**src/rtl/div_multicycle.sv**
```systemverilog
// Iterative radix-2 restoring divider producing {remainder, quotient}, one quotient bit per cycle.
// Supports signed/unsigned operands, early exit for small dividends, divide-by-zero flag and annul.
module div_multicycle #(
   parameter int unsigned WIDTH      = 32,
   parameter bit          EARLY_EXIT = 1'b1
) (
   input  logic                 clk,
   input  logic                 rst,
   input  logic                 signed_div_i,
   input  logic [WIDTH-1:0]     opdata1_i,
   input  logic [WIDTH-1:0]     opdata2_i,
   input  logic                 start_i,
   input  logic                 annul_i,
   output logic [2*WIDTH-1:0]   result_o,
   output logic                 result_ready_o,
   output logic                 busy_o,
   output logic                 div_by_zero_o
);

   localparam int unsigned CW = $clog2(WIDTH);
   localparam logic [WIDTH-1:0] ONE      = WIDTH'(1);
   localparam logic [CW-1:0]    CNT_LAST = CW'(WIDTH - 1);

   typedef enum logic [1:0] {
      S_IDLE,
      S_ZERO,
      S_RUN,
      S_DONE
   } state_t;

   state_t               state_q, state_d;
   logic                 dvd_neg_q, dvd_neg_d;
   logic                 dvs_neg_q, dvs_neg_d;
   logic [WIDTH-1:0]     dvs_q, dvs_d;
   logic [WIDTH-1:0]     rem_q, rem_d;
   logic [WIDTH-1:0]     quo_q, quo_d;
   logic [CW-1:0]        cnt_q, cnt_d;
   logic [2*WIDTH-1:0]   result_q, result_d;
   logic                 ready_q, ready_d;
   logic                 busy_q, busy_d;
   logic                 dbz_q, dbz_d;

   logic                 dvd_neg_c, dvs_neg_c;
   logic [WIDTH-1:0]     dvd_mag_c, dvs_mag_c;
   logic [WIDTH:0]       cand_c;
   logic [WIDTH+1:0]     diff_c;
   logic                 no_borrow_c;
   logic [WIDTH-1:0]     rem_next_c, quo_next_c;
   logic [WIDTH-1:0]     q_fix_c, r_fix_c;

   // Operand magnitudes for the incoming request
   always_comb begin
      dvd_neg_c = signed_div_i & opdata1_i[WIDTH-1];
      dvs_neg_c = signed_div_i & opdata2_i[WIDTH-1];
      dvd_mag_c = dvd_neg_c ? (~opdata1_i + ONE) : opdata1_i;
      dvs_mag_c = dvs_neg_c ? (~opdata2_i + ONE) : opdata2_i;
   end

   // One restoring step: shift {rem,quo} left, trial-subtract divisor magnitude
   always_comb begin
      cand_c      = {rem_q, quo_q[WIDTH-1]};
      diff_c      = {1'b0, cand_c} - {2'b00, dvs_q};
      no_borrow_c = ~diff_c[WIDTH+1];
      rem_next_c  = no_borrow_c ? WIDTH'(diff_c) : cand_c[WIDTH-1:0];
      quo_next_c  = {quo_q[WIDTH-2:0], no_borrow_c};
      q_fix_c     = (dvd_neg_q ^ dvs_neg_q) ? (~quo_next_c + ONE) : quo_next_c;
      r_fix_c     = dvd_neg_q ? (~rem_next_c + ONE) : rem_next_c;
   end

   // Next-state and output logic
   always_comb begin
      state_d   = state_q;
      dvd_neg_d = dvd_neg_q;
      dvs_neg_d = dvs_neg_q;
      dvs_d     = dvs_q;
      rem_d     = rem_q;
      quo_d     = quo_q;
      cnt_d     = cnt_q;
      result_d  = result_q;
      ready_d   = ready_q;
      dbz_d     = dbz_q;

      case (state_q)
         S_IDLE: begin
            if (start_i && !annul_i) begin
               dvd_neg_d = dvd_neg_c;
               dvs_neg_d = dvs_neg_c;
               dvs_d     = dvs_mag_c;
               if (opdata2_i == '0) begin
                  state_d = S_ZERO;
               end else if (EARLY_EXIT && (dvd_mag_c < dvs_mag_c)) begin
                  state_d  = S_DONE;
                  result_d = {opdata1_i, {WIDTH{1'b0}}};
                  ready_d  = 1'b1;
               end else begin
                  state_d = S_RUN;
                  cnt_d   = '0;
                  rem_d   = '0;
                  quo_d   = dvd_mag_c;
               end
            end
         end
         S_ZERO: begin
            if (annul_i) begin
               state_d = S_IDLE;
            end else begin
               state_d  = S_DONE;
               result_d = '0;
               ready_d  = 1'b1;
               dbz_d    = 1'b1;
            end
         end
         S_RUN: begin
            if (annul_i) begin
               state_d = S_IDLE;
            end else begin
               rem_d = rem_next_c;
               quo_d = quo_next_c;
               cnt_d = cnt_q + 1'b1;
               if (cnt_q == CNT_LAST) begin
                  state_d  = S_DONE;
                  result_d = {r_fix_c, q_fix_c};
                  ready_d  = 1'b1;
               end
            end
         end
         S_DONE: begin
            // Result held until the requester drops start; annul has no effect here
            if (!start_i) begin
               state_d  = S_IDLE;
               result_d = '0;
               ready_d  = 1'b0;
               dbz_d    = 1'b0;
            end
         end
         default: state_d = S_IDLE;
      endcase

      busy_d = (state_d != S_IDLE);
   end

   always_ff @(posedge clk or posedge rst) begin
      if (rst) begin
         state_q   <= S_IDLE;
         dvd_neg_q <= 1'b0;
         dvs_neg_q <= 1'b0;
         dvs_q     <= '0;
         rem_q     <= '0;
         quo_q     <= '0;
         cnt_q     <= '0;
         result_q  <= '0;
         ready_q   <= 1'b0;
         busy_q    <= 1'b0;
         dbz_q     <= 1'b0;
      end else begin
         state_q   <= state_d;
         dvd_neg_q <= dvd_neg_d;
         dvs_neg_q <= dvs_neg_d;
         dvs_q     <= dvs_d;
         rem_q     <= rem_d;
         quo_q     <= quo_d;
         cnt_q     <= cnt_d;
         result_q  <= result_d;
         ready_q   <= ready_d;
         busy_q    <= busy_d;
         dbz_q     <= dbz_d;
      end
   end

   assign result_o       = result_q;
   assign result_ready_o = ready_q;
   assign busy_o         = busy_q;
   assign div_by_zero_o  = dbz_q;

endmodule
```
**config.mk**
```make
export PLATFORM = sky130hd
export DESIGN_NAME = div_multicycle
export DESIGN_NICKNAME = d
export VERILOG_FILES = /design/src/rtl/div_multicycle.sv
export SDC_FILE = /design/constraint.sdc
export NUM_CORES = 1
export LEC_CHECK = 0
export ABC_AREA = 1
export BUFFER_PORTS_ARGS = -buffer_cell sky130_fd_sc_hd__buf_2
export CORE_MARGIN = 10
export CORE_UTILIZATION = 60
export CTS_BUF_LIST = sky130_fd_sc_hd__clkbuf_4 sky130_fd_sc_hd__clkbuf_8
export DETAILED_ROUTE_END_ITERATION = 8
export PLACE_DENSITY = 0.91
export SLEW_MARGIN = 0
export SYNTH_ARGS = -nofsm -noshare
export SYNTH_HDL_FRONTEND = slang
export SYNTH_SLANG_ARGS = --single-unit
```
**constraint.sdc**
```tcl
create_clock -name clk -period 10.2 [get_ports clk]
set_input_delay 2.04 -clock clk [delete_from_list [all_inputs] [get_ports clk]]
set_output_delay 2.04 -clock clk [all_outputs]
set_load 0.02 [all_outputs]
```
==> metrics.txt, run 1 <==
relative slew slack=27.0%; CP endpoint kind=flip-flop; critical path arrival=7.21 ns; RSZ-0062 raised after global routing=no; Vias=15200; switch share=60.2%; post-CTS resize count=0; die height=173 um; vias in the first global route=14200; Worst-path clk slew=0.11 ns; row count=56; busiest grt layer=met2; Cell Area, Synth=14100 um^2; diodes inserted=0; register area=4300 um^2; global-route wire length before repair=78600 um; status=finished, violations left; setup TNS=0 ns; # IOs=136; Placer Congestion=0.992; total global-route track usage=32.9%; Final #Nets=2435; fill cell total of the finished layout=2193; Hold Crit Class=reg -> reg; switching pwr=3.71 mW; #FFs+latches synth=172; clock latency on the worst-skew pair=0.50 ns; Post-Route WL=51000 um; Mapped Avg Cell Area=6.42 um^2; failing checks=DRC; synth unique cells=56; critical path start-end classification=in -> reg; routed wire length per instance=19.4 um; Core ar.=23300 um^2; largest net degree at the start of global routing=90; Synth area leaders=dfrtp_1, nand2_1, inv_1; max-cap violation count=0; post-synth top area cell=dfrtp_1; TritonRoute pass-1 iters=8; top cell type's share of synthesized area=30.5%; Post-synth ARST share=100%; PortBufs=135; drt drc=1; Int Pwr=2.45 mW; final hold violations=0; starting density of the core=60.5%; Max Clock Skew=0.0288 ns; CTS root buf=clkbuf_8; worst vdd ir=0.276 mV; gr ovfl total=0; Post-CTS Setup Bufs=0; GR met2 Demand/Resource=53.5%; Finished Layout Cells=2628; DRT iter0 DRCs=1974; count of final setup violators=0; minimum clock period=6.81 ns; P per Cell Area=399 nW/um^2; sequential area share after synthesis=30.5%; Post-DP HPWL=40100 um; DIE AREA=30100 um^2; initial antenna violation count=0; number of flops mapped to enable cells by yosys=0; CTS Sinks=172; Post-Synthesis Cells=2200; Synth-to-Final Area Change=9.15%; worst slew pin tran=1.09 ns; Syn. warnings=0; global-route met3 utilization=6.58%; fin. max-slew vios=0; sequential share of power=19.7%; Leakage=8.29 nW; CTS tree=yes; Critical Path Start Type=primary input; Max Fclk=147 MHz; DRT antenna net count=0; CTS Buf Count=17; syn_nets=2339; drt via density=5.80; most common cell in the netlist=nand2_1; combinational fraction of design power=71.4%; met1 Track Usage GR=42.2%; Synth top cells by count=nand2_1, inv_1, nor2_1; Synth Flop Type=dfrtp_1; H-Tree Depth=4; Placed Instances=2596; Period Utilization, post-route=66.7%; maximum clock path buffer count=2; Hold-fix buffers, CTS=0; width of the die=173 um; area of the multi-input gates=8280 um^2; Clock power frac=8.8%; Data required, critical path=10.60 ns; layout cells sized above 1=11.1%; worst-path fanout max=79
-- per-stage QoR --
| stage | hold slack, ns | utilization (%) | instance area (um^2) | setup WS, ns | total power, mW |
|---|---|---|---|---|---|
| 2_1_floorplan | 0.453 | - | 14100 | 3.50 | 4.26 |
| 3_3_place_gp | 0.461 | 64.2 | 15000 | 3.13 | 5.40 |
| 3_5_place_dp | 0.469 | 64.2 | 15000 | 2.97 | 5.48 |
| 4_1_cts | 0.495 | 66.1 | 15400 | 3.48 | 6.03 |
| 5_1_grt | 0.521 | 66.1 | 15400 | 2.90 | 6.65 |
| 6_report | 0.491 | 66.1 | 15400 | 3.39 | 6.16 |
-- power by group through the flow --
stage	Combinational, mW	Clock [mW]	Sequential, mW
finish	4.40	0.545	1.22
global route	4.84	0.565	1.24
CTS	4.29	0.541	1.20
detailed placement	4.27	0	1.21
global placement	4.20	0	1.21
floorplan	3.02	0	1.24
-- final timing paths --
kind	from	endpoint	slack, ns	cells after the start
max	opdata2_i[0]	result_o[60]	3.39	27
max in group asynchronous	rst	quo_q[10]	6.93	3
max reg2reg	dvs_q[20]	result_o[28]	5.07	25
min reg2reg	result_o[20]	result_o[20]	0.49	2
min in group asynchronous	rst	result_o[54]	1.68	2
min	result_o[20]	result_o[20]	0.49	2
-- sequential cells by signal (all words and copies together) (netlist names) --
signal and cells:
dvs_q 32, state_q 2, result_o 64, result_ready_o 1, dvd_neg_q 1, quo_q 32
busy_o 1, dvs_neg_q 1, div_by_zero_o 1, cnt_q 5, rem_q 32
-- cells in the final DEF (no fill, tap or decap), drive strengths merged, types with 66 or more instances in the layout --
cell	netlist	layout
nand2	697	697
inv	331	339
nor2	233	233
o21ai	178	178
dfrtp	172	172
nand3	157	157
buf	17	144
a21oi	87	87
ha	69	69
xor2	66	66
-- critical path, stage by stage --
cell and delay (ns):
buf_2 0.11, inv_1 0.14, ha_1 0.22, nand4_1 0.14
nor3_1 0.31, nand2_1 0.14, nor3_2 0.22, nand3_1 0.16
nor2_1 0.17, nand2_1 0.09, o21ai_1 0.20, o21ai_0 0.15
xnor2_1 0.19, ha_1 0.29, nand2_1 0.06, nor2_1 0.15
nand4_1 0.13, nor4_1 0.21, nand2_1 0.08, nand2_1 0.09
nand2_1 0.14, nand2_2 0.10, buf_4 0.61, inv_2 0.55
or2_0 0.36, nand2_1 0.07, inv_1 0.03
-- cells by family (layout without fill, tap and decap cells) --
group | Yosys count | count (layout) | synth area share, %
flip-flops | 172 | 172 | 30.5
XOR/XNOR | 83 | 83 | 5.15
AO/OA/AOI/OAI | 312 | 312 | 12.1
AND/OR/NAND/NOR | 1160 | 1160 | 34.8
buffers and inverters | 401 | 510 | 11.1
multiplexers | 2 | 2 | 0.142
adder cells (fa/ha/maj) | 70 | 70 | 6.25
-- final cells by class --
class / instances / share of cell area (%)
tap: 319 / 2.59
sequential: 172 / 27.9
timing repair buffer: 144 / 4.82
clock buffer: 17 / 1.52
inverter: 334 / 8.16
clock inverter: 15 / 1.27
multi-input combinational: 1627 / 53.7
-- routing by layer --
layer	routed length, um	share of wire [%]
met3	5230	10
met4	2070	4.1
met1	20400	40
met5	0	0
met2	23300	46
No activity file was read; power rests on OpenSTA's default activity.
==> run 2: changes to the inputs <==
--- a/config.mk
+++ b/config.mk
@@ -8,10 +8,10 @@
 export ABC_AREA = 1
 export BUFFER_PORTS_ARGS = -buffer_cell sky130_fd_sc_hd__buf_2
 export CORE_MARGIN = 10
-export CORE_UTILIZATION = 60
+export CORE_UTILIZATION = 56
 export CTS_BUF_LIST = sky130_fd_sc_hd__clkbuf_4 sky130_fd_sc_hd__clkbuf_8
 export DETAILED_ROUTE_END_ITERATION = 8
-export PLACE_DENSITY = 0.91
+export PLACE_DENSITY = 0.89
 export SLEW_MARGIN = 0
 export SYNTH_ARGS = -nofsm -noshare
 export SYNTH_HDL_FRONTEND = slang
==> constraint.sdc (replaced) <==
create_clock -name clk -period 5.8 [get_ports clk]
set_input_delay 1.16 -clock clk [delete_from_list [all_inputs] [get_ports clk]]
set_output_delay 1.16 -clock clk [all_outputs]
set_load 0.02 [all_outputs]
==> run 2 against run 1 <==
- the flow now finishes without violations
- critical path depth is 4 lower
- via count shrank 1.5%
- non-clock buffer count is 12 higher
- core utilization fell by 4.1 points
- combinational power increased by 73%
- flip-flop and latch count unchanged
- register-to-register slack worse by 4.0 ns
- die area is 6.3% higher
- first-iteration DRC count fell by 3.5%
- wire length is 6.8% lower
- count of clock-buffer cells in the layout stayed put
- critical endpoint is now result_o[51]
==> metrics.txt, run 2 (same netlist as run 1, synthesis figures left out) <==
Data required, critical path=6.19 ns (was 10.60 ns); max-cap violation count=0 (unchanged); Post-DP HPWL=37100 um (was 40100 um); vias in the first global route=14300 (was 14200); Final #Nets=2447 (was 2435); WHS Path Cells=2 (unchanged); final hold violations=0 (unchanged); CP cell instances=buf_2 -> nor3_1 -> nand3_1 -> nor4_1 -> nand2_1 -> nor2_1 -> nand2_1 -> nand2_1 -> xor2_1 -> ha_1 -> a21oi_1 -> nor2_1 -> a211oi_1 -> o221a_2 -> nor2_1 -> nor2_1 -> nand2_1 -> nand2_1 -> nand2_2 -> inv_2 -> buf_4 -> nor2_1 -> a21oi_1; CTS Buf Count=17 (unchanged); Int Pwr=4.27 mW (was 2.45 mW); worst-path fanout max=25 (was 79); P per Cell Area=682 nW/um^2 (was 399 nW/um^2); initial antenna violation count=0 (unchanged); relative slew slack=23.2% (was 27.0%); total global-route track usage=29.5% (was 32.9%); TritonRoute pass-1 iters=6 (was 8); Period Utilization, post-route=88.0%; Critical Path Start Type=primary input (unchanged); most common cell after layout, fill and taps aside=nand2_1 (unchanged); critical path start-end classification=in -> reg (unchanged); fin. max-slew vios=0 (unchanged); critical path arrival=5.49 ns (was 7.21 ns); sequential share of power=19.9% (was 19.7%); CP endpoint kind=flip-flop (unchanged); Post-Route WL=47500 um (was 51000 um); # IOs=136 (unchanged); width of the die=179 um (was 173 um); CTS Sinks=172 (unchanged); RSZ-0062 raised after global routing=no (unchanged); die height=179 um (was 173 um); Max Clock Skew=0.0285 ns (was 0.0288 ns); Hold Crit Class=reg -> reg (unchanged); Worst-path clk slew=0.10 ns (was 0.11 ns); drt drc=0 (was 1); max reg flops=64 (unchanged); layout cells sized above 1=11.6% (was 11.1%); post-CTS resize count=0 (unchanged); Slowest cell on crit path=inv_2 (was buf_4); DRT iter0 DRCs=1904 (was 1974); worst vdd ir=0.535 mV (was 0.276 mV); worst slew pin tran=1.15 ns (was 1.09 ns); PortBufs=135 (unchanged); Leakage=8.32 nW (was 8.29 nW); status=finished clean (was finished, violations left); fill cell total of the finished layout=2374 (was 2193); minimum clock period=5.11 ns; Finished Layout Cells=2651 (was 2628); maximum clock path buffer count=2 (unchanged); CTS tree=yes (unchanged); setup TNS=0 ns (unchanged); Hold-fix buffers, CTS=0 (unchanged); Max Fclk=196 MHz; drt via density=5.66 (was 5.80); row count=58 (was 56); count of final setup violators=0 (unchanged); combinational fraction of design power=72.2% (was 71.4%); routed wire length per instance=17.9 um (was 19.4 um); clock latency on the worst-skew pair=0.48 ns (was 0.50 ns); switching pwr=6.28 mW (was 3.71 mW); global-route wire length before repair=75100 um (was 78600 um); Final Power=10.6 mW (was 6.16 mW); DIE AREA=32000 um^2 (was 30100 um^2); R2R cell count=27 (was 25); most frequent cells in the layout=nand2_1, inv_1, nor2_1 (unchanged); Core ar.=25000 um^2 (was 23300 um^2); gr ovfl total=0 (unchanged); CTS root buf=clkbuf_8 (unchanged); Placed Instances=2619 (was 2596); Vias=15000 (was 15200); Crit path largest cell delay=0.45 ns (was 0.61 ns); DRT antenna net count=0 (unchanged); Clock power frac=7.9% (was 8.8%); switch share=59.5% (was 60.2%); Post-CTS Setup Bufs=0 (unchanged); H-Tree Depth=4 (unchanged); largest net degree at the start of global routing=173 (was 90); starting density of the core=56.6% (was 60.5%); Placer Congestion=1.00 (was 0.992); Synth-to-Final Area Change=9.56% (was 9.15%)
==> run 2: cell count changes in the layout (fill, tap and decap cells not counted), moves of 2 or more <==
cell	change
buf_4	+10
clkinvlp_4	+3
buf_12	+2
bufinv_16	-2
clkinv_4	-2
clkinv_8	-2
==> run 2: worst paths after layout <==
| kind | from | to | slack (ns) |
|---|---|---|---|
| worst max register to register | dvs_q[2] | result_o[28] | 1.06 |
| min in group asynchronous | rst | result_o[2] | 0.90 |
| worst max-delay path | opdata1_i[1] | result_o[51] | 0.69 |
| worst min register to register | result_o[14] | result_o[14] | 0.49 |
| worst min-delay path | result_o[14] | result_o[14] | 0.49 |
| max in group asynchronous | rst | result_o[60] | 4.07 |
==> run 2: critical path: cells and delay by family <==
kind                       cells  cell delay [ns]
xor gates and xnor gates       1             0.36
and+or+nand+nor               14             2.10
buffers and inverters          3             0.84
adders and majority gates      1             0.32
AOI/OAI and AO/OA              4             0.70
==> run 2: cell type report <==
| class | count | area, um^2 | area share [%] |
|---|---|---|---|
| flip-flops and latches | 172 | 4300 | 27.8 |
| multi-input cells | 1627 | 8280 | 53.5 |
| repair buffers | 156 | 858 | 5.55 |
| well taps | 330 | 413 | 2.67 |
| clock buffers | 17 | 234 | 1.51 |
| inverters | 334 | 1260 | 8.13 |
| clock inverters | 14 | 123 | 0.792 |
| diodes | 1 | 2.50 | 0.0162 |
==> run 2: stage by stage <==
| stage | hold WS [ns] | utilization (%) | instance area [um^2] | worst slack [ns] |
|---|---|---|---|---|
| after floorplan | 0.453 | - | 14100 | 1.08 |
| after global placement | 0.461 | 60.6 | 15100 | 0.579 |
| after detailed placement | 0.465 | 60.6 | 15100 | 0.385 |
| after CTS | 0.488 | 62.0 | 15500 | 0.885 |
| after global routing | 0.513 | 62.0 | 15500 | 0.397 |
| final | 0.487 | 62.0 | 15500 | 0.694 |
==> run 2: routing by layer <==
layer | vias to the layer above | GRT usage, % | part of all wire [%]
met5 | - | 0 | 0
met4 | 0 | 10.8 | 3.2
met3 | 110 | 4.99 | 9.3
met2 | 809 | 46.2 | 45
met1 | 6938 | 40.0 | 43
li1 | 7158 | - | -
==> run 2: power groups by stage <==
stage	Sequential [mW]	Clock [mW]	Combinational [mW]
after floorplan	2.18	0	5.30
after global placement	2.09	0	7.29
after detailed placement	2.10	0	7.43
after CTS	2.09	0.834	7.48
after global routing	2.15	0.886	8.45
final	2.10	0.832	7.61
